### src/rtl/spi_slave_tx.sv
// -----------------------------------------------------------------------------
// spi_slave_tx
//
// Responder-side transmit path of the SPI link. A word handed over by the
// local logic through newd/ready is shifted out on miso while the master
// clocks sclk with cs held low. The block runs entirely on clk; sclk and cs
// are oversampled through 2-flop synchronisers plus one history flop used
// for edge detection.
//
// Handshake: din is captured on any clk edge where newd and ready are both
// high. ready is high only while the FSM is in IDLE; newd is ignored in any
// other state.
//
// Build option:
//   SPI_SLAVE_TX_MSB_FIRST_EN  undefined (default): LSB first, shift right.
//                              defined: MSB first, shift left.
//
// Ports:
//   clk    in            system clock
//   rst    in            synchronous reset, active-high
//   newd   in            load strobe (qualified by ready)
//   din    in  [WIDTH]   word to transmit
//   sclk   in            SPI clock from master, asynchronous to clk
//   cs     in            SPI chip select from master, active-low, asynchronous
//   miso   out           registered serial data to master
//   ready  out           block can accept a new word (FSM in IDLE)
//   done   out           one-cycle pulse, all WIDTH bits sampled by master
//   abort  out           one-cycle pulse, cs released before the word ended
// -----------------------------------------------------------------------------
module spi_slave_tx #(
    parameter int WIDTH = 12
) (
    input  logic             clk,
    input  logic             rst,
    input  logic             newd,
    input  logic [WIDTH-1:0] din,
    input  logic             sclk,
    input  logic             cs,
    output logic             miso,
    output logic             ready,
    output logic             done,
    output logic             abort
);

    localparam int CW = $clog2(WIDTH + 1);
    localparam logic [CW-1:0] CNT_FULL = CW'(WIDTH);

    typedef enum logic [1:0] {
        ST_IDLE  = 2'd0,
        ST_ARMED = 2'd1,
        ST_SHIFT = 2'd2,
        ST_COMP  = 2'd3
    } state_e;

    // Synchroniser chains: bit 0 is the first stage, bit 1 the synchronised
    // value, bit 2 the history flop used for edge detection.
    logic [2:0] sclk_hist_q, sclk_hist_d;
    logic [2:0] cs_hist_q,   cs_hist_d;

    state_e           state_q, state_d;
    logic [WIDTH-1:0] hold_q,  hold_d;
    logic [WIDTH-1:0] shift_q, shift_d;
    logic [CW-1:0]    cnt_q,   cnt_d;
    logic             miso_q,  miso_d;
    logic             done_q,  done_d;
    logic             abort_q, abort_d;

    logic s_rise, s_fall, cs_fall, cs_rise;

    always_comb begin
        sclk_hist_d = {sclk_hist_q[1:0], sclk};
        cs_hist_d   = {cs_hist_q[1:0], cs};
    end

    assign s_rise  =  sclk_hist_q[1] & ~sclk_hist_q[2];
    assign s_fall  = ~sclk_hist_q[1] &  sclk_hist_q[2];
    assign cs_fall = ~cs_hist_q[1]   &  cs_hist_q[2];
    assign cs_rise =  cs_hist_q[1]   & ~cs_hist_q[2];

    // Next-state and datapath logic.
    always_comb begin
        state_d = state_q;
        hold_d  = hold_q;
        shift_d = shift_q;
        cnt_d   = cnt_q;
        miso_d  = miso_q;
        done_d  = 1'b0;
        abort_d = 1'b0;

        case (state_q)
            ST_IDLE: begin
                // Underrun: a cs-low period seen here is simply ignored.
                miso_d = 1'b0;
                if (newd) begin
                    hold_d  = din;
                    state_d = ST_ARMED;
                end
            end

            ST_ARMED: begin
                // Only a fresh high-to-low edge starts a frame; if cs was
                // already low when the word was loaded we wait it out.
                miso_d = 1'b0;
                if (cs_fall) begin
                    shift_d = hold_q;
`ifdef SPI_SLAVE_TX_MSB_FIRST_EN
                    miso_d  = hold_q[WIDTH-1];
`else
                    miso_d  = hold_q[0];
`endif
                    cnt_d   = '0;
                    state_d = ST_SHIFT;
                end
            end

            ST_SHIFT: begin
                // The master samples on sclk rising; count that first so a
                // final sample coinciding with cs release still completes.
                if (s_rise && (cnt_q < CNT_FULL)) begin
                    cnt_d = cnt_q + 1'b1;
                end

                if (cnt_d == CNT_FULL) begin
                    miso_d  = 1'b0;
                    state_d = ST_COMP;
                end else if (cs_rise) begin
                    // cs release beats a coincident sclk fall.
                    abort_d = 1'b1;
                    miso_d  = 1'b0;
                    state_d = ST_IDLE;
                end else if (s_fall) begin
`ifdef SPI_SLAVE_TX_MSB_FIRST_EN
                    shift_d = {shift_q[WIDTH-2:0], 1'b0};
                    miso_d  = shift_q[WIDTH-2];
`else
                    shift_d = {1'b0, shift_q[WIDTH-1:1]};
                    miso_d  = shift_q[1];
`endif
                end
            end

            ST_COMP: begin
                done_d  = 1'b1;
                miso_d  = 1'b0;
                state_d = ST_IDLE;
            end

            default: begin
                miso_d  = 1'b0;
                state_d = ST_IDLE;
            end
        endcase
    end

    always_ff @(posedge clk) begin
        if (rst) begin
            sclk_hist_q <= 3'b000;
            cs_hist_q   <= 3'b111;
            state_q     <= ST_IDLE;
            hold_q      <= '0;
            shift_q     <= '0;
            cnt_q       <= '0;
            miso_q      <= 1'b0;
            done_q      <= 1'b0;
            abort_q     <= 1'b0;
        end else begin
            sclk_hist_q <= sclk_hist_d;
            cs_hist_q   <= cs_hist_d;
            state_q     <= state_d;
            hold_q      <= hold_d;
            shift_q     <= shift_d;
            cnt_q       <= cnt_d;
            miso_q      <= miso_d;
            done_q      <= done_d;
            abort_q     <= abort_d;
        end
    end

    assign miso  = miso_q;
    assign ready = (state_q == ST_IDLE);
    assign done  = done_q;
    assign abort = abort_q;

endmodule

### config.mk
export PLATFORM = sky130hd
export DESIGN_NAME = spi_slave_tx
export DESIGN_NICKNAME = d
export VERILOG_FILES = /design/src/rtl/spi_slave_tx.sv
export SDC_FILE = /design/constraint.sdc
export NUM_CORES = 1
export LEC_CHECK = 0
export ABC_AREA = 1
export BUFFER_PORTS_ARGS = -buffer_cell sky130_fd_sc_hd__buf_2
export CORE_ASPECT_RATIO = 0.75
export CORE_MARGIN = 2
export CORE_UTILIZATION = 41
export CTS_CLUSTER_SIZE = 28
export DETAILED_ROUTE_END_ITERATION = 8
export HOLD_SLACK_MARGIN = 0.1
export SLEW_MARGIN = 20
export SYNTH_ARGS = -nofsm -noshare
export SYNTH_HDL_FRONTEND = slang
export SYNTH_SLANG_ARGS = --single-unit
### constraint.sdc
create_clock -name clk -period 1.9 [get_ports clk]
set_input_delay 0.095 -clock clk [delete_from_list [all_inputs] [get_ports clk]]
set_output_delay 0.095 -clock clk [all_outputs]
set_load 0.005 [all_outputs]
## Word-level counts from Yosys, hierarchy flattened

Index checks and enable logic that the tools add are counted.

- Logic and storage cells: 61
- Input port bits: 17
- Register bits after elaboration: 39

- Reductions and logical operators: 9
- Add/sub/neg operators: 1
- $lt $le $gt $ge: 1
- Eq/ne operators: 11
- Mux-type cells: 21
- Bitwise logic cells: 9

Operator list:

| cell | count |
|---|---|
| $mux 12 | 4 |
| $pmux 12 s2 | 1 |
| $mux 4 | 3 |
| $ne 2x2->1 const B | 5 |
| $mux 2 | 4 |
| $pmux 2 s4 | 1 |
| $pmux 4 s2 | 1 |
| $mux 1 | 6 |
| $not 1->1 | 5 |
| $reduce_and 5->1 | 1 |
| $add 4x1->4 const B | 1 |
| $and 1x1->1 | 4 |
| $eq 2x2->1 const B | 2 |
| $eq 4x4->1 const B | 1 |
| $lt 4x4->1 const B | 1 |
| $ne 4x4->1 const B | 1 |
| $reduce_and 2->1 | 2 |
| $ne 3x3->1 const B | 1 |
| $pmux 1 s3 | 1 |
| $reduce_and 3->1 | 1 |
| $reduce_or 3->1 | 1 |
| $eq 2x1->1 const B | 1 |
| $logic_not 2->1 | 1 |
| $reduce_bool 2->1 | 1 |
| other kinds (2) | 2 |

## Logic depth before layout (Yosys ltp)

- Depth in word-level cells: 8
- Mapped depth: 12

## Least setup slack after synthesis

No wires, ideal clock.

- Path kind: register -> register
- Start: register cnt_q[0]
- End: register shift_q[10]
- Slack: 0.424 ns
- Cell stages (with the launch flop): 11
- Data arrival time: 1.363 ns
- Clock period less this slack: 1.476 ns
- Path buffers: 1
- Required time: 1.787 ns
- Setup time: 0.113 ns
- Cell sequence: dfxtp_1 ha_1 inv_1 nand3_1 nand2_1 nand3_4 nor2_4 nor2_4 buf_6 o21ai_1 nor2_1

- Word-level cells in the longest chain between the ends: 7
- Elaborated cells between the ends (all ways): 8
- Those cells by class: add/sub: 1; order compare: 1; eq/ne: 2; mux: 2; reduce/logical: 2

RTL lines:

| element | RTL line | text |
|---|---|---|
| from (decl) | 63 | `logic [CW-1:0] cnt_q, cnt_d;` |
| from (signal assigned) | 172 | `cnt_q <= cnt_d;` |
| $lt 4x4->1 | 119 | `if (s_rise && (cnt_q < CNT_FULL)) begin` |
| $logic_and 1x1->1 | 119 |  |
| $mux 4 * | 119 |  |
| $mux 4 * | 90 | `case (state_q)` |
| $eq 4x4->1 * | 123 | `if (cnt_d == CNT_FULL) begin` |
| $ne 2x2->1 (no source line) * | -- |  |
| $reduce_and 5->1 (no source line) * | -- |  |
| to (signal assigned) | 171 | `shift_q <= shift_d;` |
| to (decl) | 62 | `logic [WIDTH-1:0] shift_q, shift_d;` |

Mark *: on every way between the ends. The rest lies on a longest branch, timed or not. The select of a mux whose other input is x is not followed.
A chain may end at the register's enable or synchronous reset.

## Final worst setup path

- Start: register cnt_q[0]
- End: register shift_q[7]

Same word-level chain as after synthesis.

==> flow_metrics.env <==
export IMPL_totalWireLength_um=3672
export IMPL_drv_cap=0
export IMPL_n_antenna_cell=0
export IMPL_drc_errors=0
export IMPL_cts_tree="built"
export IMPL_htreeDepth=2
export IMPL_worstSetupPathType="reg2reg"
export IMPL_tightestPinTransition_ns=0.7015
export IMPL_clock_latency_ns=0.29
export IMPL_ys_seq_elements=38
export IMPL_syn_cell_area_um2=1732
export IMPL_regArea_um2=760.7
export IMPL_crit_arrival_ns=1.86
export IMPL_fin_area_um2=2157
export IMPL_grt_pass1_vias=1336
export IMPL_ios=21
export IMPL_num_vias=1585
export IMPL_firstDrtPassIters=4
export IMPL_final_nets=310
export IMPL_drive_above_1_share=0.1781
export IMPL_first_iter_violations=91
export IMPL_synth_edff_count=0
export IMPL_cp_slowest_cell="dfxtp_1"
export IMPL_start_util=0.4272
export IMPL_ys_seq_area_frac=0.4393
export IMPL_power_leakage_nw=1.026
export IMPL_grt_max_degree=27
export IMPL_start_kind="register"
export IMPL_numPortBuffers=20
export IMPL_vias_per_cell=4.568
export IMPL_avgSynthCellArea_um2=6.845
export IMPL_setup_violations=0
export IMPL_grt_pass1_wl_um=6196
export IMPL_slew_headroom=0.5318
export IMPL_fillCellCount=420
export IMPL_cts_made_buffers=5
export IMPL_core_area_um2=4054
export IMPL_die_w_um=79.04
export IMPL_ys_warn_count=0
export IMPL_maxSlewViolCount=0
export IMPL_gr_total_overflow=0
export IMPL_dp_hpwl_um=2486
export IMPL_detail_route_wl_per_cell_um=10.58
export IMPL_cpMostUsedCell="nor2_4"
export IMPL_synth_cells=253
export IMPL_ys_types=25
export IMPL_ys_flop_type="dfxtp_1"
export IMPL_cts_max_path_buffers=2
export IMPL_grt_antenna_before_repair=0
export IMPL_final_core_util=0.5321
export IMPL_fin_crit_sh=0.8868
export IMPL_die_h_um=60.28
export IMPL_p_per_area_nw_per_um2=1095
export IMPL_row_count=20
export IMPL_grt_setup_unrepaired="no"
export IMPL_grt_util_all_layers=0.1695
export IMPL_clk_pin_slew_ns=0.08
export IMPL_syn2layout_area_growth_pct=24.57
export IMPL_clock_sinks=38
export IMPL_hp_class="in2reg"
export IMPL_tns_ns=0
export IMPL_hold_viol_final=0
export IMPL_cts_root_buffer="clkbuf_8"
export IMPL_fmax_ghz=0.5935
export IMPL_period_needed_ns=1.685
export IMPL_critPathMaxStageDelay_ns=0.44
export IMPL_synthArstFlopShare=0
export IMPL_skew_ns=0.01483
export IMPL_antenna_left=0
export IMPL_syn_nets=271
export IMPL_cp_required_ns=2.07
export IMPL_placed_area_um2=1884
export IMPL_ctsResizeCount=0
export IMPL_worstPathCellList="ha_1 -> inv_1 -> nand3_1 -> nand2_1 -> nand3_4 -> nor2_4 -> nor2_4 -> buf_4 -> o21ai_1 -> nor2_1"
export IMPL_multi_input_area_um2=842.1
export IMPL_worstSetupEndpointType="register"
export IMPL_die_area_um2=4765
export IMPL_status="finished clean"
export IMPL_p_total_w=0.002363
export IMPL_gp_congestion=0.7709
export IMPL_crit_fanout=6
export IMPL_irDropWorstVdd_uv=604.9
[sequential cells by signal, indices dropped and copies added, names as in the netlist]
register     flops
shift_q         11
miso             1
done             1
sclk_hist_q      3
abort            1
state_q          2
hold_q          12
cs_hist_q        3
cnt_q            4
[final cells by class]
class,count,share of cell area
inverters,24,0.04176
clock inverters,1,0.01392
repair buffers,40,0.1311
clock buffers,6,0.03828
multi-input cells,183,0.3904
flip-flops and latches,38,0.3527
well taps,55,0.03190
[logic make-up (layout without fill, tap and decap cells)]
logic type,Yosys count,count (layout),synth area share
AOI/OAI and AO/OA,37,37,0.1163
and+or+nand+nor,145,145,0.3627
adders and majority gates,1,1,0.007224
buffers and inverters,32,71,0.07441
DFF,38,38,0.4393
[timing repair]
item / CTS / global route
hold buffers: 13 / 0
endpoints found under the setup margin: 0 / 10
hold endpoints to repair: 13 / 0
setup buffers: 0 / 4
[cells in the final DEF (no fill, tap or decap), drive strengths merged]
master       Yosys  layout
clkbuf           4       6
dlygate4sd3      0      13
ha               1       1
nor3             2       2
o21bai           2       2
buf              4      27
dfxtp           38      38
a31oi            1       1
o21ai           25      25
inv             24      24
nand2           65      65
or2              4       4
nand3           11      11
a21oi            9       9
nor2            63      63
bufinv           0       1
[worst max-delay path: cells and delay by family (launching register included)]
family,cells,cell delay [ns]
AO/OA/AOI/OAI,1,0.11
adder cells (fa/ha/maj),1,0.28
buffers and inverters,2,0.22
flip-flops,1,0.44
AND/OR/NAND/NOR,6,0.51
[through the flow]
step / worst slack, ns / std cells / hold slack [ns]
after floorplan: 0.4241 / 253 / 0.1988
after global placement: 0.1864 / 323 / 0.2842
after detailed placement: 0.1628 / 323 / 0.2814
after CTS: 0.1273 / 343 / 0.1113
after global routing: 0.05954 / 347 / 0.1522
final: 0.2150 / 347 / 0.1238
[power by group]
part	internal (W)	switching [W]
Clock	0.000420	0.000284
Combinational	0.000258	0.000408
Sequential	0.000922	0.0000693
Total	0.00160	0.000762
[per-layer routing]
| metal | wire length [um] | global-route usage | share of wire | vias up |
|---|---|---|---|---|
| li1 | - | - | - | 863 |
| met1 | 2023 | 0.2601 | 0.55 | 686 |
| met2 | 1504 | 0.2337 | 0.41 | 34 |
| met3 | 134 | 0.03625 | 0.036 | 2 |
| met4 | 10 | 0.05172 | 0.0027 | 0 |
| met5 | 0 | 0 | 0 | - |
[path summary, 6_finish.rpt]
check | start | endpoint | slack (ns) | cells after the start
setup / recovery | cnt_q[0] | shift_q[7] | 0.22 | 10
hold / removal | din[0] | hold_q[0] | 0.12 | 3
setup reg to reg | cnt_q[0] | shift_q[7] | 0.22 | 10
hold reg to reg | sclk_hist_q[0] | sclk_hist_q[1] | 0.40 | 2
[cell usage after synthesis, drive strengths merged (2+ instances only)]
library cell   n  area (um2)
inv           24       90.08
nand3         11       85.08
o21bai         2       15.01
dfxtp         38       760.7
clkbuf         4       15.01
or2            4       25.02
o21ai         25       128.9
buf            4       23.77
nor3           2       10.01
nor2          63       254.0
nand2         65       254.0
a21oi          9       45.04
Power figures use the tool's default switching activity.
